## config.mk

```make
export PLATFORM = sky130hd
export DESIGN_NAME = urate_mul_acc_flat
export DESIGN_NICKNAME = d
export VERILOG_FILES = /design/src/rtl/urate_pkg.sv /design/src/rtl/urate_mul_acc_if.sv /design/src/rtl/urate_len_cnt.sv /design/src/rtl/urate_mul_acc.sv /design/src/flat_wrapper.sv
export SDC_FILE = /design/constraint.sdc
export NUM_CORES = 1
export LEC_CHECK = 0
export CAP_MARGIN = 0
export CELL_PAD_IN_SITES_DETAIL_PLACEMENT = 2
export CELL_PAD_IN_SITES_GLOBAL_PLACEMENT = 2
export CORE_MARGIN = 3
export CORE_UTILIZATION = 27
export CTS_BUF_LIST = sky130_fd_sc_hd__clkbuf_16
export DETAILED_ROUTE_END_ITERATION = 7
export PLACE_DENSITY_LB_ADDON = 0.1
export SLEW_MARGIN = 20
export SYNTH_ARGS = -nofsm -noshare
export SYNTH_HDL_FRONTEND = slang
export SYNTH_HIERARCHICAL = 1
export SYNTH_SLANG_ARGS = --single-unit
```

## constraint.sdc

```tcl
create_clock -name clk -period 2.68 [get_ports clk]
set_input_delay 0.536 -clock clk [delete_from_list [all_inputs] [get_ports clk]]
set_output_delay 0.536 -clock clk [all_outputs]
set_load 0.02 [all_outputs]
```

## src/rtl/urate_pkg.sv

```systemverilog
// Shared types and sizing for the unary-rate multiply-accumulate stage.
package urate_pkg;
  localparam int URATE_WIDTH = 16;
  typedef enum logic [1:0] {IDLE, RUN, DONE} urate_state_t;
endpackage

```

## src/rtl/urate_mul_acc_if.sv

```systemverilog
// Operand, stream, Sobol and result signals of urate_mul_acc grouped as one bus.
interface urate_mul_acc_if #(parameter int WIDTH = 16);
  logic             start;
  logic [WIDTH-1:0] iA;
  logic [WIDTH:0]   cycles;
  logic             iB_bit;
  logic             iB_valid;
  logic [WIDTH-1:0] sobol_seq;
  logic             sobol_en;
  logic             oBit;
  logic             oBit_valid;
  logic             busy;
  logic             done;
  logic [WIDTH:0]   oC;

  modport master (
    output start, iA, cycles, iB_bit, iB_valid, sobol_seq,
    input  sobol_en, oBit, oBit_valid, busy, done, oC
  );
  modport slave (
    input  start, iA, cycles, iB_bit, iB_valid, sobol_seq,
    output sobol_en, oBit, oBit_valid, busy, done, oC
  );
endinterface

```

## src/rtl/urate_len_cnt.sv

```systemverilog
// Loadable window-length down-counter; last flags the final consumed cycle.
module urate_len_cnt #(parameter int W = 17) (
  input  logic         clk,
  input  logic         rst_n,
  input  logic         load,
  input  logic [W-1:0] din,
  input  logic         dec,
  output logic         last
);
  logic [W-1:0] rem;

  always_ff @(posedge clk or negedge rst_n) begin
    if (!rst_n)                  rem <= '0;
    else if (load)               rem <= din;
    else if (dec && rem != '0)   rem <= rem - W'(1);
  end

  assign last = (rem == W'(1));
endmodule

```

## src/rtl/urate_mul_acc.sv

```systemverilog
// Rate-codes iA against the Sobol sample, ANDs with the unary iB stream and counts ones over a window.
module urate_mul_acc
  import urate_pkg::*;
#(
  parameter int WIDTH = URATE_WIDTH
) (
  input logic            clk,
  input logic            rst_n,
  urate_mul_acc_if.slave bus
);
  urate_state_t     state;
  logic [WIDTH-1:0] ia_q;
  logic             take, consume, last, p;

  assign take        = bus.start && (state != RUN);
  assign consume     = (state == RUN) && bus.iB_valid;
  assign bus.sobol_en = consume;
  // Strict compare: a sample of all ones never counts, even for iA = all ones.
  assign p           = bus.iB_bit & (ia_q > bus.sobol_seq);

  urate_len_cnt #(.W(WIDTH+1)) u_len (
    .clk  (clk),
    .rst_n(rst_n),
    .load (take),
    .din  (bus.cycles),
    .dec  (consume),
    .last (last)
  );

  always_ff @(posedge clk or negedge rst_n) begin
    if (!rst_n) begin
      state          <= IDLE;
      ia_q           <= '0;
      bus.oC         <= '0;
      bus.oBit       <= 1'b0;
      bus.oBit_valid <= 1'b0;
      bus.busy       <= 1'b0;
      bus.done       <= 1'b0;
    end else begin
      bus.oBit_valid <= consume;
      bus.done       <= 1'b0;
      case (state)
        IDLE, DONE: begin
          if (bus.start) begin
            ia_q   <= bus.iA;
            bus.oC <= '0;
            if (bus.cycles == '0) begin
              state    <= DONE;
              bus.done <= 1'b1;
              bus.busy <= 1'b0;
            end else begin
              state    <= RUN;
              bus.busy <= 1'b1;
            end
          end else begin
            state    <= IDLE;
            bus.busy <= 1'b0;
          end
        end
        RUN: begin
          if (consume) begin
            bus.oC   <= bus.oC + {{WIDTH{1'b0}}, p};
            bus.oBit <= p;
            if (last) begin
              state    <= DONE;
              bus.done <= 1'b1;
              bus.busy <= 1'b0;
            end
          end
        end
        default: begin
          state    <= IDLE;
          bus.busy <= 1'b0;
        end
      endcase
    end
  end
endmodule

```

## src/flat_wrapper.sv

```systemverilog
// flat-port wrapper written by rule: the top's interface ports become plain ports
module urate_mul_acc_flat import urate_pkg::*;
#(
  parameter int WIDTH = URATE_WIDTH
)
  (clk, rst_n, bus_start, bus_iA, bus_cycles, bus_iB_bit, bus_iB_valid, bus_sobol_seq, bus_sobol_en, bus_oBit, bus_oBit_valid, bus_busy, bus_done, bus_oC);
  urate_mul_acc_if #(.WIDTH(WIDTH)) bus_i ();
  input logic clk;
  input logic rst_n;
  input wire logic [$bits(bus_i.start)-1:0] bus_start;
  input wire logic [$bits(bus_i.iA)-1:0] bus_iA;
  input wire logic [$bits(bus_i.cycles)-1:0] bus_cycles;
  input wire logic [$bits(bus_i.iB_bit)-1:0] bus_iB_bit;
  input wire logic [$bits(bus_i.iB_valid)-1:0] bus_iB_valid;
  input wire logic [$bits(bus_i.sobol_seq)-1:0] bus_sobol_seq;
  output wire logic [$bits(bus_i.sobol_en)-1:0] bus_sobol_en;
  output wire logic [$bits(bus_i.oBit)-1:0] bus_oBit;
  output wire logic [$bits(bus_i.oBit_valid)-1:0] bus_oBit_valid;
  output wire logic [$bits(bus_i.busy)-1:0] bus_busy;
  output wire logic [$bits(bus_i.done)-1:0] bus_done;
  output wire logic [$bits(bus_i.oC)-1:0] bus_oC;
  assign bus_i.start = bus_start;
  assign bus_i.iA = bus_iA;
  assign bus_i.cycles = bus_cycles;
  assign bus_i.iB_bit = bus_iB_bit;
  assign bus_i.iB_valid = bus_iB_valid;
  assign bus_i.sobol_seq = bus_sobol_seq;
  assign bus_sobol_en = bus_i.sobol_en;
  assign bus_oBit = bus_i.oBit;
  assign bus_oBit_valid = bus_i.oBit_valid;
  assign bus_busy = bus_i.busy;
  assign bus_done = bus_i.done;
  assign bus_oC = bus_i.oC;
  urate_mul_acc #(.WIDTH(WIDTH)) u_core (.clk(clk), .rst_n(rst_n), .bus(bus_i));
endmodule
```

==> flow_summary.yaml, run 1 <==
grt:
  antenna_found_initial: 0
  grtUsageTotal: 0.162
  grt_pass1_vias: 3633
  grt_max_degree: 56
  grt_pass1_wl_um: 18600
  globalRoute.totalOverflow: 0
cts:
  cts_tree: "done"
  cts-root-buf: "clkbuf_16"
  clk_pin_slew_ns: 0.07
  clk_latency_ns: 0.29
  htreeDepth: 2
  cts_inserted_buffers: 5
  cts.sinks: 55
  hold_buffers: 0
  cts_buffer_depth: 2
floorplan:
  start_util: 0.278
  num_rows: 40
  die_area_um2: 13800
  die_y_um: 117
  core_area_um2: 12100
  die_width_um: 117
  ioPinCount: 76
hold_path:
  hold_class: "in -> async"
pwr:
  p_sw_mw: 1.08
  share_comb_of_total_power: 0.364
  cellPowerDensity_nw_per_um2: 614
  leakage_nw: 2.03
  ir_drop_v: 0.000239
  swShare: 0.360
  p_clk_frac: 0.214
  sequentialPowerShare: 0.421
  p_int_mw: 1.92
timing:
  finalSetupViolCount: 10
  maxSlewHeadroom: 0.624
  rsz0062_at_grt: "yes"
  final.min_clock_period_ns: 2.78
  slew_viol_final: 0
  final-hold-violation-count: 0
  min_period_over_period: 1.04
  fmax_mhz: 359
  tightest_slew_ns: 0.559
  skew_ns: 0.00293
  fin_ws_ns: -0.104
final_layout:
  drive_gt1_frac: 0.213
  final_nets: 551
  stdcell_count: 646
  syn_to_final_growth_pct: 45.8
  stdcell_area_um2: 4890
  antennaDiodeCount: 0
  finish.utilization: 0.405
synth:
  synthSimpleGateAreaFrac: 0.280
  netlist_top_cells_count: "nand2_1, dfrtp_1, nor2_1"
  synth_compound_gate_area_share: 0.144
  synth.distinct_cells: 51
  synth-seq-area-share: 0.410
  synth-edff-count: 0
  yosys-top-cells-area: "dfrtp_1, nand2_1, ha_1, nor2_1, inv_1"
  yosysMostFrequentCell: "nand2_1"
  postSynthCellCount: 385
  yosys.area.top_type: "dfrtp_1"
  yosysWarnings: 6
  yosysTopAreaCellShare: 0.410
  synthAdderAreaFrac: 0.0746
  synth.avg_cell_area_um2: 8.71
  synth_xor_area_frac: 0.0339
  synth_fp_nets: 459
  synthMuxAreaShare: 0.00671
  async_reset_ff_frac: 1.00
  synth_top_family_by_area: "simple AND/OR/NAND/NOR gates"
  syn_area_um2: 3350
  ys.flop_type: "dfrtp_1"
  ys_ff_latch: 55
worst_setup_path:
  path_class: "in -> reg"
  crit_path_end_kind: "flop"
  slowest_delay_ns: 0.40
  path_cells: "dlygate4sd2_1, inv_2, ha_4, nand2_2, or3_4, a211oi_4, nor3_4, nor2_2, ha_4, buf_4, nand2_2, buf_6, or3_4, a21oi_2"
  cp.required_ns: 2.90
  slowest_stage: "or3_4"
  crit_fanout: 5
  cp-start-kind: "input pin"
  crit_arrival_ns: 3.01
place:
  io_buffers: 75
  globalplace.congestion: 0.757
  dpl.hpwl_um: 8230
  pre_cts_slack_ns: -0.791
  placed_area_um2: 4560
  dp.cells: 633
run_status:
  failed_checks: "setup timing"
  run_status: "finished with violations"
job:
  maxCapViolations: 0
drt:
  dr.pass1.iters: 4
  post_drt_wl_per_cell_um: 17.3
  ant_nets: 0
  drc_errors: 0
  vias_per_cell: 5.01
  postRouteWirelength_um: 11200
  drt_iter0_drc: 81
  via_count: 3238
## state kept, by name, summed over array words and instances, names as in the netlist
| register | flops |
|---|---|
| u_core/ia_q | 16 |
| u_core/bus.oC | 17 |
| u_core/state | 1 |
| u_core/bus.oBit | 1 |
| u_core/bus.busy | 1 |
| u_core/u_len/rem | 17 |
| u_core/bus.oBit_valid | 1 |
| u_core/bus.done | 1 |
## power by group through the flow
stage,clock (mW),sequential (mW),combinational [mW]
after floorplan,0,1.22,0.587
after global placement,0,1.25,0.952
after detailed placement,0,1.27,1.00
after CTS,0.677,1.26,1.08
after global routing,0.708,1.30,1.24
final,0.644,1.27,1.09
## cell families (layout without fill, tap and decap cells)
logic type               after synthesis  count (layout)
AND/OR/NAND/NOR                      188             188
AO/OA/AOI/OAI                         65              65
multiplexers                           2               2
flip-flops                            55              55
XOR/XNOR                              13              13
adder cells (fa/ha/maj)               20              20
buffers and inverters                 42             135
## cells in the final DEF, fill, tap and decap left out, drive strengths merged, types with 5 or more instances in the layout
master / n
o21ai: 8
nand3: 9
nand2: 81
inv: 29
ha: 20
nor2: 31
or2: 6
dfrtp: 55
nor4: 10
xnor2: 8
clkbuf: 5
clkdlybuf4s50: 62
nor3: 13
or3: 8
o311ai: 6
a2111o: 5
o211ai: 12
xor2: 5
buf: 29
nand4: 12
a21oi: 11
## layout make-up
type | instances | area [um^2]
Fill cell | 1309 | 7170
Multi-Input combinational cell | 288 | 2120
Sequential cell | 55 | 1380
Timing Repair Buffer | 98 | 922
Tap cell | 168 | 210
Inverter | 29 | 128
Clock buffer | 5 | 125
Clock inverter | 3 | 12.5
## path summary, 6_finish.rpt
kind / start / to / slack [ns] / depth (start not counted)
worst max-delay path: bus_sobol_seq[11] / u_core/bus.oC[9] / -0.10 / 14
worst min-delay path: rst_n / u_core/ia_q[13] / 0.24 / 2
worst max register to register: u_core/ia_q[12] / u_core/bus.oC[9] / -0.08 / 12
worst min register to register: u_core/ia_q[8] / u_core/ia_q[8] / 0.49 / 2
max in group asynchronous: rst_n / u_core/u_len/rem[13] / 2.19 / 2
min in group clk: u_core/ia_q[8] / u_core/ia_q[8] / 0.49 / 2
## metrics by stage
stage | power, mW | setup TNS [ns] | hold slack [ns]
2_1_floorplan | 1.81 | -0.00227 | 0.240
3_5_place_dp | 2.27 | -11.52 | 0.481
5_1_grt | 3.25 | -2.43 | 0.259
4_1_cts | 3.02 | -0.0941 | 0.246
6_report | 3.00 | -0.380 | 0.235
3_3_place_gp | 2.21 | -10.84 | 0.466
## what timing repair did
action / in CTS / in global routing
gates cloned: 0 / 0
setup endpoints to repair: 17 / 15
pin swaps: 23 / 9
gates resized for setup: 42 / 21
buffers inserted: 3 / 2
## routing by layer
metal / track usage / vias up / part of all wire
li1: - / 1546 / -
met1: 0.198 / 1631 / 0.44
met5: 0 / - / 0
met2: 0.300 / 54 / 0.52
met3: 0.0279 / 7 / 0.032
met4: 0.0337 / 0 / 0.0076
## worst max-delay path: cells and delay by family
family,cells,cell delay (ns)
buffers and inverters,4,0.51
AO/OA/AOI/OAI,2,0.41
AND/OR/NAND/NOR,6,1.10
adder cells (fa/ha/maj),2,0.43
No activity file was read; power rests on OpenSTA's default activity.
==> run 2, diff against run 1 <==
--- a/config.mk
+++ b/config.mk
@@ -12,6 +12,7 @@
 export CORE_UTILIZATION = 27
 export CTS_BUF_LIST = sky130_fd_sc_hd__clkbuf_16
 export DETAILED_ROUTE_END_ITERATION = 7
+export MAX_ROUTING_LAYER = met4
 export PLACE_DENSITY_LB_ADDON = 0.1
 export SLEW_MARGIN = 20
 export SYNTH_ARGS = -nofsm -noshare
==> flow_summary.yaml, run 2 (synthesis results as in run 1) <==
final_layout:
  mostFrequentLayoutCell: "nand2_1"
  fillCellCount: 1314
  final_cell_mix: "nand2_1, clkdlybuf4s50_1, dfrtp_1, nor2_1, buf_4"
  final_nets: 549
  syn_to_final_growth_pct: 45.1
  finish.utilization: 0.403
  antennaDiodeCount: 0
  drive_gt1_frac: 0.206
  largestRegisters: "u_core/bus.oC: 17 flops, u_core/u_len/rem: 17 flops, u_core/ia_q: 16 flops"
timing:
  finalSetupViolCount: 1
  tightest_slew_ns: 0.556
  fmax_mhz: 368
  final.min_clock_period_ns: 2.72
  skew_ns: 0.00326
  fin_ws_ns: -0.0355
  slew_viol_final: 0
  rsz0062_at_grt: "yes"
  maxSlewHeadroom: 0.626
  final-hold-violation-count: 0
  min_period_over_period: 1.01
drt:
  drc_errors: 0
  via_count: 3221
  met1_length_um: 4900
  ant_nets: 0
  wl_met3_um: 345
  post_drt_wl_per_cell_um: 17.1
  top_layer_used: "met4"
  drt_iter0_drc: 69
  vias_per_cell: 5.00
  dr.pass1.iters: 4
  route.met2.wl_um: 5680
  postRouteWirelength_um: 11000
floorplan:
  core_area_um2: 12100
  die_area_um2: 13800
  ioPinCount: 76
  start_util: 0.278
  die_y_um: 117
  die_width_um: 117
  num_rows: 40
pwr:
  swShare: 0.361
  p_clk_frac: 0.215
  sequentialPowerShare: 0.422
  cellPowerDensity_nw_per_um2: 617
  share_comb_of_total_power: 0.363
  ir_drop_v: 0.000239
  leakage_nw: 2.03
  total_power_mw: 3.00
  p_sw_mw: 1.08
  p_int_mw: 1.92
worst_setup_path:
  path_class: "in -> reg"
  cp.required_ns: 2.87
  crit_path_end_kind: "flop"
  crit_fanout: 2
  crit_arrival_ns: 2.90
  cp-start-kind: "input pin"
cts:
  cts_inserted_buffers: 5
  hold_buffers: 0
  clk_latency_ns: 0.30
  clk_pin_slew_ns: 0.07
  cts-root-buf: "clkbuf_16"
  htreeDepth: 2
  cts.sinks: 55
  cts_tree: "done"
  cts_buffer_depth: 2
place:
  io_buffers: 75
  dpl.hpwl_um: 8230
  globalplace.congestion: 0.767
run_status:
  failed_checks: "setup timing"
  run_status: "finished with violations"
grt:
  grt_pass1_vias: 3635
  globalRoute.totalOverflow: 0
  grtUsageTotal: 0.167
  grt_pass1_wl_um: 18600
  grt_max_degree: 56
  antenna_found_initial: 0
hold_path:
  hold_class: "in -> async"
job:
  maxCapViolations: 0
==> run 2: changes by cell type in the layout (fill, tap and decap cells not counted), moves of 2 or more <==
| cell | before | now |
|---|---|---|
| buf_4 | 20 | 18 |
| clkdlybuf4s50_1 | 62 | 59 |
| dlymetal6s2s_1 | 2 | 5 |
| inv_1 | 18 | 16 |
| inv_2 | 7 | 9 |
| nand2_1 | 78 | 80 |
==> run 2: routing by layer <==
layer	vias to the layer above	global-route usage
met3	8	0.0279
met2	53	0.299
met4	0	0.0337
met5	-	-
met1	1621	0.199
li1	1539	-
==> run 2: final cells by class <==
| type | instances | area (um^2) | area share |
|---|---|---|---|
| clock inverters | 3 | 12.5 | 0.00257 |
| inverters | 29 | 128 | 0.0262 |
| flip-flops and latches | 55 | 1380 | 0.283 |
| multi-input cells | 288 | 2100 | 0.431 |
| well taps | 168 | 210 | 0.0432 |
| repair buffers | 96 | 915 | 0.188 |
| clock buffers | 5 | 125 | 0.0257 |
==> run 2: timing repair <==
| item | 4_1_cts | 5_1_grt |
|---|---|---|
| endpoints found under the setup margin | 17 | 15 |
| buffers inserted | 3 | 0 |
| pin swaps | 23 | 11 |
| resized for setup | 42 | 20 |
| cloned | 0 | 0 |
==> run 2: power groups by stage <==
stage                     registers, mW  clock network (mW)  logic (mW)
after global routing               1.30               0.707        1.23
after CTS                          1.26               0.677        1.08
final                              1.27               0.646        1.09
after detailed placement           1.27                   0        1.00
after global placement             1.25                   0       0.952
after floorplan                    1.22                   0       0.587
==> run 2: worst max-delay path, stage by stage <==
cell and delay (ns):
buf_2 0.13, inv_8 0.03, ha_4 0.22, nand4_1 0.12
buf_4 0.13, nor3_2 0.04, or4_4 0.52, nor3_4 0.21
nor2_2 0.08, ha_4 0.19, ha_4 0.22, mux2_4 0.26
a22o_1 0.20
==> run 2: worst paths after layout <==
kind	from	to	slack [ns]	cells after the start
worst max-delay path	bus_sobol_seq[14]	u_core/bus.oC[1]	-0.04	13
worst min register to register	u_core/ia_q[8]	u_core/ia_q[8]	0.50	2
max in group asynchronous	rst_n	u_core/u_len/rem[13]	2.19	2
min in group clk	u_core/ia_q[8]	u_core/ia_q[8]	0.50	2
worst min-delay path	rst_n	u_core/ia_q[13]	0.24	2
worst max register to register	u_core/ia_q[14]	u_core/bus.oC[1]	-0.03	11
==> run 2: per-stage QoR <==
| step | TNS (ns) | area, um^2 | instances | setup WS [ns] | hold slack, ns |
|---|---|---|---|---|---|
| floorplan | -0.00227 | 3490 | 385 | -0.00227 | 0.240 |
| global placement | -10.84 | 4560 | 633 | -0.741 | 0.466 |
| detailed placement | -11.52 | 4560 | 633 | -0.791 | 0.481 |
| CTS | -0.0941 | 4800 | 644 | -0.0508 | 0.246 |
| global route | -0.814 | 4870 | 644 | -0.133 | 0.259 |
| finish | -0.0355 | 4870 | 644 | -0.0355 | 0.236 |
==> run 3, diff against run 2 <==
--- a/config.mk
+++ b/config.mk
@@ -5,15 +5,16 @@
 export SDC_FILE = /design/constraint.sdc
 export NUM_CORES = 1
 export LEC_CHECK = 0
-export CAP_MARGIN = 0
 export CELL_PAD_IN_SITES_DETAIL_PLACEMENT = 2
 export CELL_PAD_IN_SITES_GLOBAL_PLACEMENT = 2
 export CORE_MARGIN = 3
 export CORE_UTILIZATION = 27
 export CTS_BUF_LIST = sky130_fd_sc_hd__clkbuf_16
 export DETAILED_ROUTE_END_ITERATION = 7
+export GPL_ROUTABILITY_DRIVEN = 1
 export MAX_ROUTING_LAYER = met4
 export PLACE_DENSITY_LB_ADDON = 0.1
+export SKIP_LAST_GASP = 1
 export SLEW_MARGIN = 20
 export SYNTH_ARGS = -nofsm -noshare
 export SYNTH_HDL_FRONTEND = slang
==> flow_summary.yaml, run 3 (synthesis results as in run 1) <==
floorplan:
  die_y_um: 117
  core_area_um2: 12100
  die_area_um2: 13800
  num_rows: 40
  ioPinCount: 76
  die_width_um: 117
  start_util: 0.278
drt:
  drc_errors: 0
  vias_per_cell: 5.00
  drt_iter0_drc: 77
  postRouteWirelength_um: 11000
  post_drt_wl_per_cell_um: 17.1
  dr.pass1.iters: 4
  via_count: 3219
  ant_nets: 0
final_layout:
  antennaDiodeCount: 0
  fillCellCount: 1315
  mostFrequentLayoutCell: "nand2_1"
  syn_to_final_growth_pct: 44.9
  largestRegisters: "u_core/bus.oC: 17 flops, u_core/u_len/rem: 17 flops, u_core/ia_q: 16 flops"
  final_nets: 549
  finish.utilization: 0.403
  drive_gt1_frac: 0.204
  final_cell_mix: "nand2_1, clkdlybuf4s50_1, dfrtp_1, nor2_1, buf_4"
  stdcell_count: 644
place:
  dpl.hpwl_um: 8230
  io_buffers: 75
  pre_cts_slack_ns: -0.791
  dp.cells: 633
  globalplace.congestion: 0.767
timing:
  tightest_slew_ns: 0.556
  min_period_over_period: 1.01
  finalSetupViolCount: 1
  rsz0062_at_grt: "yes"
  holdWs_ns: 0.235
  maxSlewHeadroom: 0.626
  slew_viol_final: 0
  final.min_clock_period_ns: 2.72
  skew_ns: 0.00319
  fin_ws_ns: -0.0369
  fmax_mhz: 368
  final-hold-violation-count: 0
run_status:
  failed_checks: "setup timing"
  run_status: "finished with violations"
worst_setup_path:
  cp.required_ns: 2.87
  cpMostUsedCell: "ha_4"
  path_cells: "buf_2, inv_8, ha_4, nand4_1, buf_4, nor3_2, or4_4, nor3_4, nor2_2, ha_4, ha_4, mux2_4, a22o_1"
  cp-start-kind: "input pin"
  r2r_slack_ns: -0.03
  path_class: "in -> reg"
  slowest_delay_ns: 0.52
  crit_family: "simple AND/OR/NAND/NOR gates"
  crit_fanout: 2
  crit_arrival_ns: 2.90
  cp_num_buf_inv: 3
  slowest_stage: "or4_4"
  crit_path_end_kind: "flop"
grt:
  grt_pass1_wl_um: 18600
  antenna_found_initial: 0
  grt_max_degree: 56
  grt_pass1_vias: 3634
  globalRoute.totalOverflow: 0
  grtUsageTotal: 0.167
cts:
  clk_pin_slew_ns: 0.07
  clk_latency_ns: 0.29
  cts_buffer_depth: 2
  hold_buffers: 0
  cts.sinks: 55
  cts_inserted_buffers: 5
  cts-root-buf: "clkbuf_16"
  htreeDepth: 2
  cts_tree: "done"
hold_path:
  hold_class: "in -> async"
pwr:
  leakage_nw: 2.03
  cellPowerDensity_nw_per_um2: 617
  ir_drop_v: 0.000239
job:
  maxCapViolations: 0
-- run 3: worst register-to-register path, cell delays in order, from the launching register on --
cell,delay [ns]
dfrtp_1,0.41
ha_4,0.22
nand4_1,0.12
buf_4,0.13
nor3_2,0.04
or4_4,0.52
nor3_4,0.21
nor2_2,0.08
ha_4,0.19
ha_4,0.23
mux2_4,0.26
a22o_1,0.20
-- run 3: where the power goes --
part	leakage [nW]	internal (mW)	switching [mW]	total [mW]
clock network	0.0762	0.339	0.305	0.644
registers	0.696	1.02	0.244	1.27
logic	1.26	0.559	0.532	1.09
total	2.03	1.92	1.08	3.00
-- run 3: layer usage --
layer / track usage / routed length [um]
met1: 0.199 / 4880
met2: 0.299 / 5660
met3: 0.0279 / 345
met4: 0.0337 / 94
met5: - / 0
-- run 3: worst paths after layout --
check | from | to | cells past startpoint
max in group asynchronous | rst_n | u_core/u_len/rem[13] | 2
worst max register to register | u_core/ia_q[14] | u_core/bus.oC[1] | 11
min in group clk | u_core/ia_q[8] | u_core/ia_q[8] | 2
worst min-delay path | rst_n | u_core/ia_q[13] | 2
worst min register to register | u_core/ia_q[8] | u_core/ia_q[8] | 2
worst max-delay path | bus_sobol_seq[14] | u_core/bus.oC[1] | 13
-- run 3: through the flow --
| stage | power (mW) | TNS, ns | cell area (um^2) |
|---|---|---|---|
| floorplan | 1.81 | -0.00227 | 3490 |
| global placement | 2.21 | -10.84 | 4560 |
| detailed placement | 2.27 | -11.52 | 4560 |
| CTS | 3.02 | -0.0949 | 4800 |
| global route | 3.24 | -0.826 | 4860 |
| finish | 3.00 | -0.0369 | 4860 |
-- run 3: cell type report --
type	instances	area (um^2)	share of cell area
Multi-Input combinational cell	288	2090	0.431
Sequential cell	55	1380	0.283
Timing Repair Buffer	96	915	0.188
Tap cell	168	210	0.0432
Inverter	29	128	0.0263
Clock buffer	5	125	0.0257
Clock inverter	3	12.5	0.00257
-- run 3: what timing repair did --
item,CTS,global route
resized for setup,42,19
hold endpoints to repair,0,0
pin swaps,22,11
cloned,0,0
endpoints found under the setup margin,17,15
buffers inserted,3,0
